===== config.mk =====
export PLATFORM = sky130hd
export DESIGN_NAME = traffic_conflict_monitor
export DESIGN_NICKNAME = d
export VERILOG_FILES = /design/src/rtl/traffic_conflict_monitor.sv
export SDC_FILE = /design/constraint.sdc
export NUM_CORES = 1
export LEC_CHECK = 0
export ABC_AREA = 1
export CAP_MARGIN = 20
export CELL_PAD_IN_SITES_DETAIL_PLACEMENT = 1
export CELL_PAD_IN_SITES_GLOBAL_PLACEMENT = 2
export CORE_UTILIZATION = 41
export CTS_BUF_LIST = sky130_fd_sc_hd__clkbuf_4
export CTS_CLUSTER_SIZE = 14
export DETAILED_ROUTE_END_ITERATION = 6
export GPL_TIMING_DRIVEN = 1
export PLACE_DENSITY_LB_ADDON = 0.1
export RECOVER_POWER = 50
export SLEW_MARGIN = 15
export SYNTH_ARGS = -nofsm -noshare
export SYNTH_HDL_FRONTEND = slang
export SYNTH_SLANG_ARGS = --single-unit

===== constraint.sdc =====
create_clock -name clk -period 2.5 [get_ports clk]
set_input_delay 0.75 -clock clk [delete_from_list [all_inputs] [get_ports clk]]
set_output_delay 0.75 -clock clk [all_outputs]
set_load 0.01 [all_outputs]

===== src/rtl/traffic_conflict_monitor.sv =====
// rtl/traffic_conflict_monitor.sv - lamp-bus safety monitor with fault latch and flashing-red override
module traffic_conflict_monitor #(
    parameter int                           N_HEADS    = 6,
    parameter int                           FILTER     = 4,
    parameter int                           MIN_AMBER  = 8,
    parameter int                           FLASH_HALF = 16,
    parameter logic [N_HEADS*N_HEADS-1:0]   CONFLICT   = '0
) (
    input  logic               clk,
    input  logic               rstn,
    input  logic [N_HEADS-1:0] lamp_r,
    input  logic [N_HEADS-1:0] lamp_a,
    input  logic [N_HEADS-1:0] lamp_g,
    input  logic               clear_fault,
    output logic               armed,
    output logic               fault,
    output logic [2:0]         fault_code,
    output logic [2:0]         fault_head,
    output logic               force_flash,
    output logic               flash_red
);
    typedef enum logic [2:0] {ASP_DARK, ASP_R, ASP_RA, ASP_G, ASP_A, ASP_BAD} aspect_t;
    typedef enum logic [1:0] {ST_UNARMED, ST_ARMED, ST_FAULT} state_t;

    localparam int CW = $clog2(FILTER + 1);
    localparam int FW = $clog2(FLASH_HALF + 1);

    function automatic aspect_t decode(input logic r, input logic a, input logic g);
        case ({r, a, g})
            3'b100:  return ASP_R;
            3'b110:  return ASP_RA;
            3'b001:  return ASP_G;
            3'b010:  return ASP_A;
            3'b000:  return ASP_DARK;
            default: return ASP_BAD;
        endcase
    endfunction

    function automatic logic legal(input aspect_t from, input aspect_t to);
        return (from == to) ||
               (from == ASP_R  && to == ASP_RA) ||
               (from == ASP_RA && to == ASP_G)  ||
               (from == ASP_G  && to == ASP_A)  ||
               (from == ASP_A  && to == ASP_R);
    endfunction

    function automatic logic [2:0] lowest(input logic [N_HEADS-1:0] v);
        logic [2:0] idx;
        idx = 3'd0;
        for (int k = N_HEADS - 1; k >= 0; k--) begin
            if (v[k]) idx = 3'(k);
        end
        return idx;
    endfunction

    aspect_t       raw     [N_HEADS];
    aspect_t       cand    [N_HEADS];
    aspect_t       acc     [N_HEADS];
    aspect_t       hist    [N_HEADS];
    logic [CW-1:0] cnt     [N_HEADS];
    logic [CW-1:0] cnt_nx  [N_HEADS];
    logic [15:0]   amber_t [N_HEADS];

    state_t state, state_nx;
    logic [FW-1:0] flash_cnt;

    logic [N_HEADS-1:0] is_bad, is_dark, is_seq, is_short, is_go, is_conf;
    logic               det, all_valid, all_red;
    logic [2:0]         det_code, det_head;

    always_comb begin
        for (int k = 0; k < N_HEADS; k++) begin
            raw[k] = decode(lamp_r[k], lamp_a[k], lamp_g[k]);
            if (raw[k] != cand[k])
                cnt_nx[k] = CW'(1);
            else if (cnt[k] == CW'(FILTER))
                cnt_nx[k] = cnt[k];
            else
                cnt_nx[k] = cnt[k] + 1'b1;
        end
    end

    // Accepted aspect is taken on the edge where the run of identical raw samples reaches FILTER.
    always_ff @(posedge clk or negedge rstn) begin
        if (!rstn) begin
            for (int k = 0; k < N_HEADS; k++) begin
                cand[k]    <= ASP_DARK;
                cnt[k]     <= '0;
                acc[k]     <= ASP_DARK;
                hist[k]    <= ASP_DARK;
                amber_t[k] <= '0;
            end
        end else begin
            for (int k = 0; k < N_HEADS; k++) begin
                cand[k] <= raw[k];
                cnt[k]  <= cnt_nx[k];
                if (cnt_nx[k] == CW'(FILTER)) acc[k] <= raw[k];
                hist[k] <= acc[k];
                if (acc[k] != ASP_A)
                    amber_t[k] <= '0;
                else if (amber_t[k] != 16'hFFFF)
                    amber_t[k] <= amber_t[k] + 16'd1;
            end
        end
    end

    always_comb begin
        all_valid = 1'b1;
        all_red   = 1'b1;
        for (int k = 0; k < N_HEADS; k++) begin
            is_bad[k]   = (acc[k] == ASP_BAD);
            is_dark[k]  = (acc[k] == ASP_DARK);
            is_seq[k]   = !legal(hist[k], acc[k]);
            is_short[k] = (hist[k] == ASP_A) && (acc[k] == ASP_R) && (amber_t[k] < 16'(MIN_AMBER));
            is_go[k]    = (acc[k] == ASP_G) || (acc[k] == ASP_A);
            if (is_bad[k] || is_dark[k]) all_valid = 1'b0;
            if (acc[k] != ASP_R) all_red = 1'b0;
        end
        for (int i = 0; i < N_HEADS; i++) begin
            is_conf[i] = 1'b0;
            for (int j = 0; j < N_HEADS; j++) begin
                if (j > i && CONFLICT[i*N_HEADS+j] && is_go[i] && is_go[j]) is_conf[i] = 1'b1;
            end
        end
    end

    always_comb begin
        det      = 1'b1;
        det_code = 3'd0;
        det_head = 3'd0;
        if (|is_conf) begin
            det_code = 3'd3; det_head = lowest(is_conf);
        end else if (|is_bad) begin
            det_code = 3'd1; det_head = lowest(is_bad);
        end else if (|is_seq) begin
            det_code = 3'd2; det_head = lowest(is_seq);
        end else if (|is_short) begin
            det_code = 3'd4; det_head = lowest(is_short);
        end else if (|is_dark) begin
            det_code = 3'd5; det_head = lowest(is_dark);
        end else begin
            det = 1'b0;
        end
    end

    always_ff @(posedge clk or negedge rstn) begin
        if (!rstn) state <= ST_UNARMED;
        else       state <= state_nx;
    end

    always_comb begin
        state_nx = state;
        case (state)
            ST_UNARMED: if (all_valid)             state_nx = ST_ARMED;
            ST_ARMED:   if (det)                   state_nx = ST_FAULT;
            ST_FAULT:   if (clear_fault && all_red) state_nx = ST_UNARMED;
            default:                               state_nx = ST_UNARMED;
        endcase
    end

    // Fault record and flash phase restart together on fault entry.
    always_ff @(posedge clk or negedge rstn) begin
        if (!rstn) begin
            fault_code <= '0;
            fault_head <= '0;
            flash_cnt  <= '0;
            flash_red  <= 1'b0;
        end else if (state == ST_ARMED && det) begin
            fault_code <= det_code;
            fault_head <= det_head;
            flash_cnt  <= '0;
            flash_red  <= 1'b1;
        end else if (state_nx == ST_FAULT) begin
            if (flash_cnt == FW'(FLASH_HALF - 1)) begin
                flash_cnt <= '0;
                flash_red <= ~flash_red;
            end else begin
                flash_cnt <= flash_cnt + 1'b1;
            end
        end else begin
            fault_code <= '0;
            fault_head <= '0;
            flash_cnt  <= '0;
            flash_red  <= 1'b0;
        end
    end

    assign armed       = (state == ST_ARMED);
    assign fault       = (state == ST_FAULT);
    assign force_flash = fault;
endmodule

==> results of run 1 <==
## registers in the layout (all words and copies together), names as in the netlist
name	flops
amber_t	96
acc	18
cand	18
cnt	18
hist	18
flash_cnt	5
fault_code	3
fault_head	3
state	2
flash_red	1
## repair_timing
action / 4_1_cts / 5_1_grt
setup buffers: 2 / 0
resized for setup: 7 / 0
hold endpoints to repair: 0 / 0
setup endpoints to repair: 3 / 0
## metrics by stage
stage,power (mW),area [um2]
2_1_floorplan,4.722,9884
3_3_place_gp,5.244,10760
3_5_place_dp,5.280,10760
4_1_cts,6.988,11060
5_1_grt,7.400,11050
6_report,6.855,11050
## layer usage
layer  share of wire (%)  global-route usage, %  vias to the layer above
li1                    -                      -                     4282
met3                 1.4                  2.891                       18
met2                  50                  36.64                       38
met5                   0                      0                        -
met1                  47                  27.03                     4113
met4                0.97                  4.854                        0
## synthesized netlist by cell type, types with 7 or more instances
cell / n / share of area (%)
nor2_1: 180 / 6.8
a211oi_1: 9 / 0.68
o21ai_0: 68 / 3.4
o21a_1: 9 / 0.68
o21ai_1: 13 / 0.66
nand3_2: 7 / 0.71
dfrtp_1: 182 / 46
nand3_1: 124 / 6.3
nor3_1: 27 / 1.4
nand2_1: 237 / 9.0
a31oi_1: 9 / 0.57
inv_2: 8 / 0.30
ha_1: 19 / 2.4
xnor2_1: 25 / 2.2
nor2_2: 14 / 0.89
a21oi_1: 80 / 4.1
nand4_1: 11 / 0.70
inv_1: 172 / 6.5
nor4_1: 8 / 0.51
xor2_1: 27 / 2.4
## cell families (layout without fill, tap and decap cells)
| kind of cell | after synthesis | in the layout |
|---|---|---|
| XOR/XNOR | 52 | 52 |
| flip-flops | 182 | 182 |
| AO/OA/AOI/OAI | 204 | 204 |
| adder cells (fa/ha/maj) | 19 | 19 |
| other | 0 | 1 |
| buffers and inverters | 193 | 272 |
| AND/OR/NAND/NOR | 629 | 629 |
## worst max path at each step
| stage | start | endpoint | slack [ps] | cells past startpoint |
|---|---|---|---|---|
| 2_1_floorplan | lamp_g[4] | acc[4] | 600 | 9 |
| 3_3_place_gp | lamp_r[5] | acc[2] | -5 | 10 |
| 3_5_place_dp | lamp_r[3] | acc[7] | -130 | 11 |
| 4_1_cts | state[0] | armed | 100 | 4 |
| 5_1_grt | rstn | cnt[14] | 20 | 2 |
| 6_report | state[0] | armed | 130 | 4 |
## power by group through the flow
stage / Sequential, mW / Clock, mW / Combinational [mW]
after CTS: 3.44 / 1.75 / 1.80
after global routing: 3.48 / 1.85 / 2.07
after detailed placement: 3.50 / 0 / 1.78
after global placement: 3.49 / 0 / 1.76
after floorplan: 3.40 / 0 / 1.32
final: 3.43 / 1.67 / 1.75
## worst max-delay path, stage by stage (launching register included)
cell	delay [ps]
dfrtp_1	430
buf_4	140
inv_1	50
nor2_4	140
dlygate4sd2_1	290
## layout make-up
| class | instances | area (um2) |
|---|---|---|
| timing repair buffer | 60 | 550.5 |
| inverter | 180 | 675.6 |
| sequential | 182 | 4554 |
| tap | 319 | 399.1 |
| fill | 2942 | 12490 |
| clock buffer | 17 | 127.6 |
| multi-input combinational | 904 | 4598 |
| antenna | 1 | 2.502 |
| clock inverter | 15 | 146.4 |
==> impl_metrics.tcl, run 1 <==
set metrics [dict create \
    hold_class "register to register" \
    pwr-share-clk_pct 24.3 \
    io_buffer_count 30 \
    synthAdderAreaFrac_pct 2.405 \
    avgRoutedWirePerCell_um 14.15 \
    htree_levels 4 \
    cts_root_buf "clkbuf_4" \
    setup_viol 0 \
    numCtsBuffers 17 \
    ys_ff_latch 182 \
    first_iter_violations 384 \
    layout_common_cells "nand2_1, dfrtp_1, nor2_1" \
    cp.required_ps 1750 \
    tightest_slew_ps 1993 \
    clock_path_buffers 2 \
    rr_endpoint "amber_t[26]" \
    worst-r2r-cell-count 10 \
    finalWorstSetupSlack_ps 129.9 \
    period_minus_slack_ps 2370 \
    nets 1385 \
    leakage_nw 5.041 \
    synth_top_family_by_area "simple AND/OR/NAND/NOR gates" \
    cts_tree "built" \
    start_util_pct 41.99 \
    synth_simple_gate_area_share_pct 27.91 \
    num_io_pins 31 \
    end_kind "primary output" \
    hold-worst-slack_ps 459.0 \
    grt_start_max_net_pins 62 \
    synthFlopType "dfrtp_1" \
    cts_hold_buffers 0 \
    synthXorXnorAreaFrac_pct 4.608 \
    track_usage_pct 20.85 \
    synth_area_mm2 0.009884 \
    syn_nets 1319 \
    cts.sinks 182 \
    hold_viol 0 \
    ys_warn_count 0 \
    first_global_vias 8733 \
    hold_path.startpoint "acc[1]" \
    synthCells 1279 \
    async_flop_share_pct 100.0 \
    status "finished with violations" \
    drc 0 \
    timing.fmax_mhz 421.9 \
    critical_path_peak_fanout 4 \
    syn_avg_cell_area_um2 7.728 \
    slew_headroom_pct -32.86 \
    rrSetupSlack_ps 360 \
    utilization_pct 46.95 \
    violations "capacitance limit, slew limit" \
    rows 56 \
    switchingPower_mw 2.531 \
    setup-tns-final_ps 0 \
    vias 8451 \
    core_area_mm2 0.02354 \
    grt_antenna_before_repair 1 \
    postRouteAntennaNets 0 \
    synthDistinctLibCells 42 \
    hpwlAfterDp_um 18050 \
    clk_pin_slew_worst_paths_ps 150 \
    grt_overflow 0 \
    worstHoldPathCells 0 \
    finalClockSkew_ps 27.43 \
    routabilityCongestion 0.7865 \
    crit_type "register to primary output" \
    die_x_um 157.3 \
    die_area_mm2 0.02473 \
    drt-total-wl_um 23750 \
    reg2reg_from "amber_t[16]" \
    powerDensity_mw_per_mm2 620.1 \
    whs_endpoint "hist[1]" \
    final_common_cell "nand2_1" \
    internal-power_mw 4.324 \
    critPathLaunchType "register" \
    synth_mux_area_share_pct 0 \
    dr.pass1.iters 4 \
    dieHeight_um 157.3 \
    place_ws_ps -132.2 \
    p_comb_share_pct 25.6 \
    fin_cells 1678 \
    max-vdd-ir-drop_mv 0.2629 \
    synth_edf_count 0 \
    seqPwrFrac_pct 50.1 \
    area_growth_pct 11.84 \
    swShare_pct 36.92 \
    rsz0062_at_grt "no" \
    drive_gt1_share_pct 8.174 \
    grt_pass1_wl_um 41450 \
    slew_viol_final 38 \
    via_per_inst 5.036 \
    insertion_delay_ps 600 \
    dp_cells 1643 \
    worstPathArrival_ps 1620 \
    synth_seq_area_share_pct 46.08 \
    synth_compound_area_share_pct 11.44 \
    post-route-period-util_pct 94.80 \
    cap_violations 1 \
]
Power figures use the tool's default switching activity.
==> run 2: changes to the inputs <==
--- a/config.mk
+++ b/config.mk
@@ -13,7 +13,6 @@
 export CTS_BUF_LIST = sky130_fd_sc_hd__clkbuf_4
 export CTS_CLUSTER_SIZE = 14
 export DETAILED_ROUTE_END_ITERATION = 6
-export GPL_TIMING_DRIVEN = 1
 export PLACE_DENSITY_LB_ADDON = 0.1
 export RECOVER_POWER = 50
 export SLEW_MARGIN = 15
==> results of run 2 <==
Same layout as run 1: the final DEF is identical, and so are final timing and power.
==> run 3: changes to the inputs <==
--- a/config.mk
+++ b/config.mk
@@ -9,8 +9,10 @@
 export CAP_MARGIN = 20
 export CELL_PAD_IN_SITES_DETAIL_PLACEMENT = 1
 export CELL_PAD_IN_SITES_GLOBAL_PLACEMENT = 2
+export CORE_MARGIN = 10
 export CORE_UTILIZATION = 41
 export CTS_BUF_LIST = sky130_fd_sc_hd__clkbuf_4
+export CTS_CLUSTER_DIAMETER = 80
 export CTS_CLUSTER_SIZE = 14
 export DETAILED_ROUTE_END_ITERATION = 6
 export PLACE_DENSITY_LB_ADDON = 0.1
==> constraint.sdc (replaced) <==
create_clock -name clk -period 2.5 [get_ports clk]
set_input_delay 0.5 -clock clk [delete_from_list [all_inputs] [get_ports clk]]
set_output_delay 0.5 -clock clk [all_outputs]
set_load 0.01 [all_outputs]
==> run 3 against run 2 <==
Net effect:
- the run still ends with capacitance limit, slew limit left
- die area grew 24%
- worst hold slack lost 2.9 ps
- utilization shrank 0.85 points
- sequential share of layout area grew 0.63 points
- critical path depth shrank 1
- design area shrank 1.5%
- clock skew shrank 4.8 ps
- non-clock buffer count shrank 16
- combinational power is essentially flat
- sequential cell count is the same
- register-to-register slack is essentially flat
- wire length grew 1.6%
==> impl_metrics.tcl, run 3 (same netlist as run 1, synthesis figures left out) <==
set metrics [dict create \
    rr_endpoint "fault_head[0]" \
    via_per_inst 5.085 \
    wl_met3_um 472 \
    m1WireLength_um 11400 \
    clk_pin_slew_worst_paths_ps 160 \
    hold_path.startpoint "acc[1]" \
    timing.fmax_mhz 429.3 \
    clock_path_buffers 2 \
    period_minus_slack_ps 2329 \
    core_area_mm2 0.02361 \
    die_x_um 175.3 \
    hold_class "register to register" \
    cp_num_buf_inv 2 \
    cp.required_ps 2000 \
    die_area_mm2 0.03072 \
    slowest_stage "clkdlybuf4s50_1" \
    finalWorstSetupSlack_ps 170.6 \
    tightest_slew_ps 1666 \
    io_buffer_count 30 \
    leakage_nw 4.966 \
    first_iter_violations 306 \
    drt-total-wl_um 24120 \
    utilization_pct 46.11 \
    first_global_vias 9103 \
    rsz0062_at_grt "no" \
    worstPathArrival_ps 1830 \
    crit_type "register to primary output" \
    hold_viol 0 \
    num_io_pins 31 \
    critPathLaunchType "register" \
    setup_viol 0 \
    route.top_layer_used "met4" \
    pwr-share-clk_pct 22.7 \
    crit_path_max_incr_delay_ps 580 \
    met2_length_um 12010 \
    place_area_mm2 0.01065 \
    dieHeight_um 175.3 \
    area_growth_pct 10.14 \
    worstHoldPathCells 0 \
    max-vdd-ir-drop_mv 0.2570 \
    powerDensity_mw_per_mm2 614.3 \
    fin_area_mm2 0.01089 \
    htree_levels 4 \
    end_kind "primary output" \
    violations "capacitance limit, slew limit" \
    cts_tree "built" \
    hpwlAfterDp_um 18520 \
    critical_path_peak_fanout 3 \
    grt_pass1_wl_um 42880 \
    track_usage_pct 16.54 \
    status "finished with violations" \
    rrSetupSlack_ps 370 \
    grt_antenna_before_repair 1 \
    layout_common_cells "nand2_1, dfrtp_1, nor2_1" \
    power_mw 6.688 \
    cp_top_family "buffers and inverters" \
    place_ws_ps 54.42 \
    grt_start_max_net_pins 61 \
    worst-r2r-cell-count 12 \
    internal-power_mw 4.175 \
    nets 1369 \
    whs_endpoint "hist[1]" \
    drc 0 \
    routabilityCongestion 0.7996 \
    start_util_pct 41.86 \
    numCtsBuffers 17 \
    largest_reg_flops 96 \
    p_comb_share_pct 26.0 \
    slew_headroom_pct -11.07 \
    regMostFlops "amber_t" \
    swShare_pct 37.58 \
    avgRoutedWirePerCell_um 14.51 \
    dr.pass1.iters 4 \
    insertion_delay_ps 600 \
    rows 56 \
    grt_overflow 0 \
    post-route-period-util_pct 93.18 \
    vias 8452 \
    cap_violations 1 \
    seqPwrFrac_pct 51.4 \
    post_cts_buffers 0 \
    reg2reg_from "acc[7]" \
    final_common_cell "nand2_1" \
    setup-tns-final_ps 0 \
    postRouteAntennaNets 0 \
    finalClockSkew_ps 22.68 \
    switchingPower_mw 2.513 \
    worstPathCellList "inv_1 > nor2_2 > clkdlybuf4s50_1" \
    cts_root_buf "clkbuf_4" \
    slew_viol_final 59 \
    drive_gt1_share_pct 7.010 \
    cts.sinks 182 \
]
## run 3: worst register-to-register path, cell delays in order (launching register included)
cell     delay (ps)
dfrtp_1         470
inv_1           190
nand3_1         180
nor2_1          210
nor2_1           60
nand3_1         110
nand2_1          90
nor2_2          140
nand2_2         110
nor2_2          220
nor3_1           70
nand3_1         120
nand2_1          80
## run 3: worst max path at each step
stage	slack (ps)	startpoint	to	cells after the start
2_1_floorplan	780	amber_t[32]	amber_t[45]	13
3_3_place_gp	170	lamp_r[4]	acc[4]	10
3_5_place_dp	50	lamp_g[4]	acc[3]	10
4_1_cts	4	state[1]	force_flash	3
5_1_grt	20	state[1]	force_flash	3
6_report	170	state[1]	fault	3
## run 3: cell type report
cell class,count,area [um2]
fillers,3022,12730
multi-input cells,904,4588
flip-flops and latches,182,4554
inverters,180,675.6
repair buffers,44,434.2
well taps,319,399.1
clock buffers,17,127.6
clock inverters,14,102.6
diodes,2,5.005
## run 3: routing by layer
metal,track usage [%],up-vias
li1,-,4264
met1,20.50,4127
met2,29.23,40
met3,2.724,21
met4,4.239,0
met5,0,-
## run 3: power groups by stage
| stage | combinational, mW | sequential [mW] | clock (mW) |
|---|---|---|---|
| after floorplan | 1.32 | 3.40 | 0 |
| after global placement | 1.73 | 3.49 | 0 |
| after detailed placement | 1.76 | 3.50 | 0 |
| after CTS | 1.78 | 3.44 | 1.59 |
| after global routing | 2.04 | 3.49 | 1.69 |
| final | 1.74 | 3.44 | 1.52 |
## run 3: what timing repair did
action,in CTS,in global routing
endpoints found under the hold margin,57,0
gates cloned,0,0
resized for setup,1,2
hold buffers,1,0
setup endpoints to repair,1,2
## run 3: stage by stage
step	hold WS, ps	std cells
CTS	416.9	1660
floorplan	204.4	1279
global route	476.8	1662
global placement	410.0	1628
detailed placement	430.0	1628
finish	456.1	1662
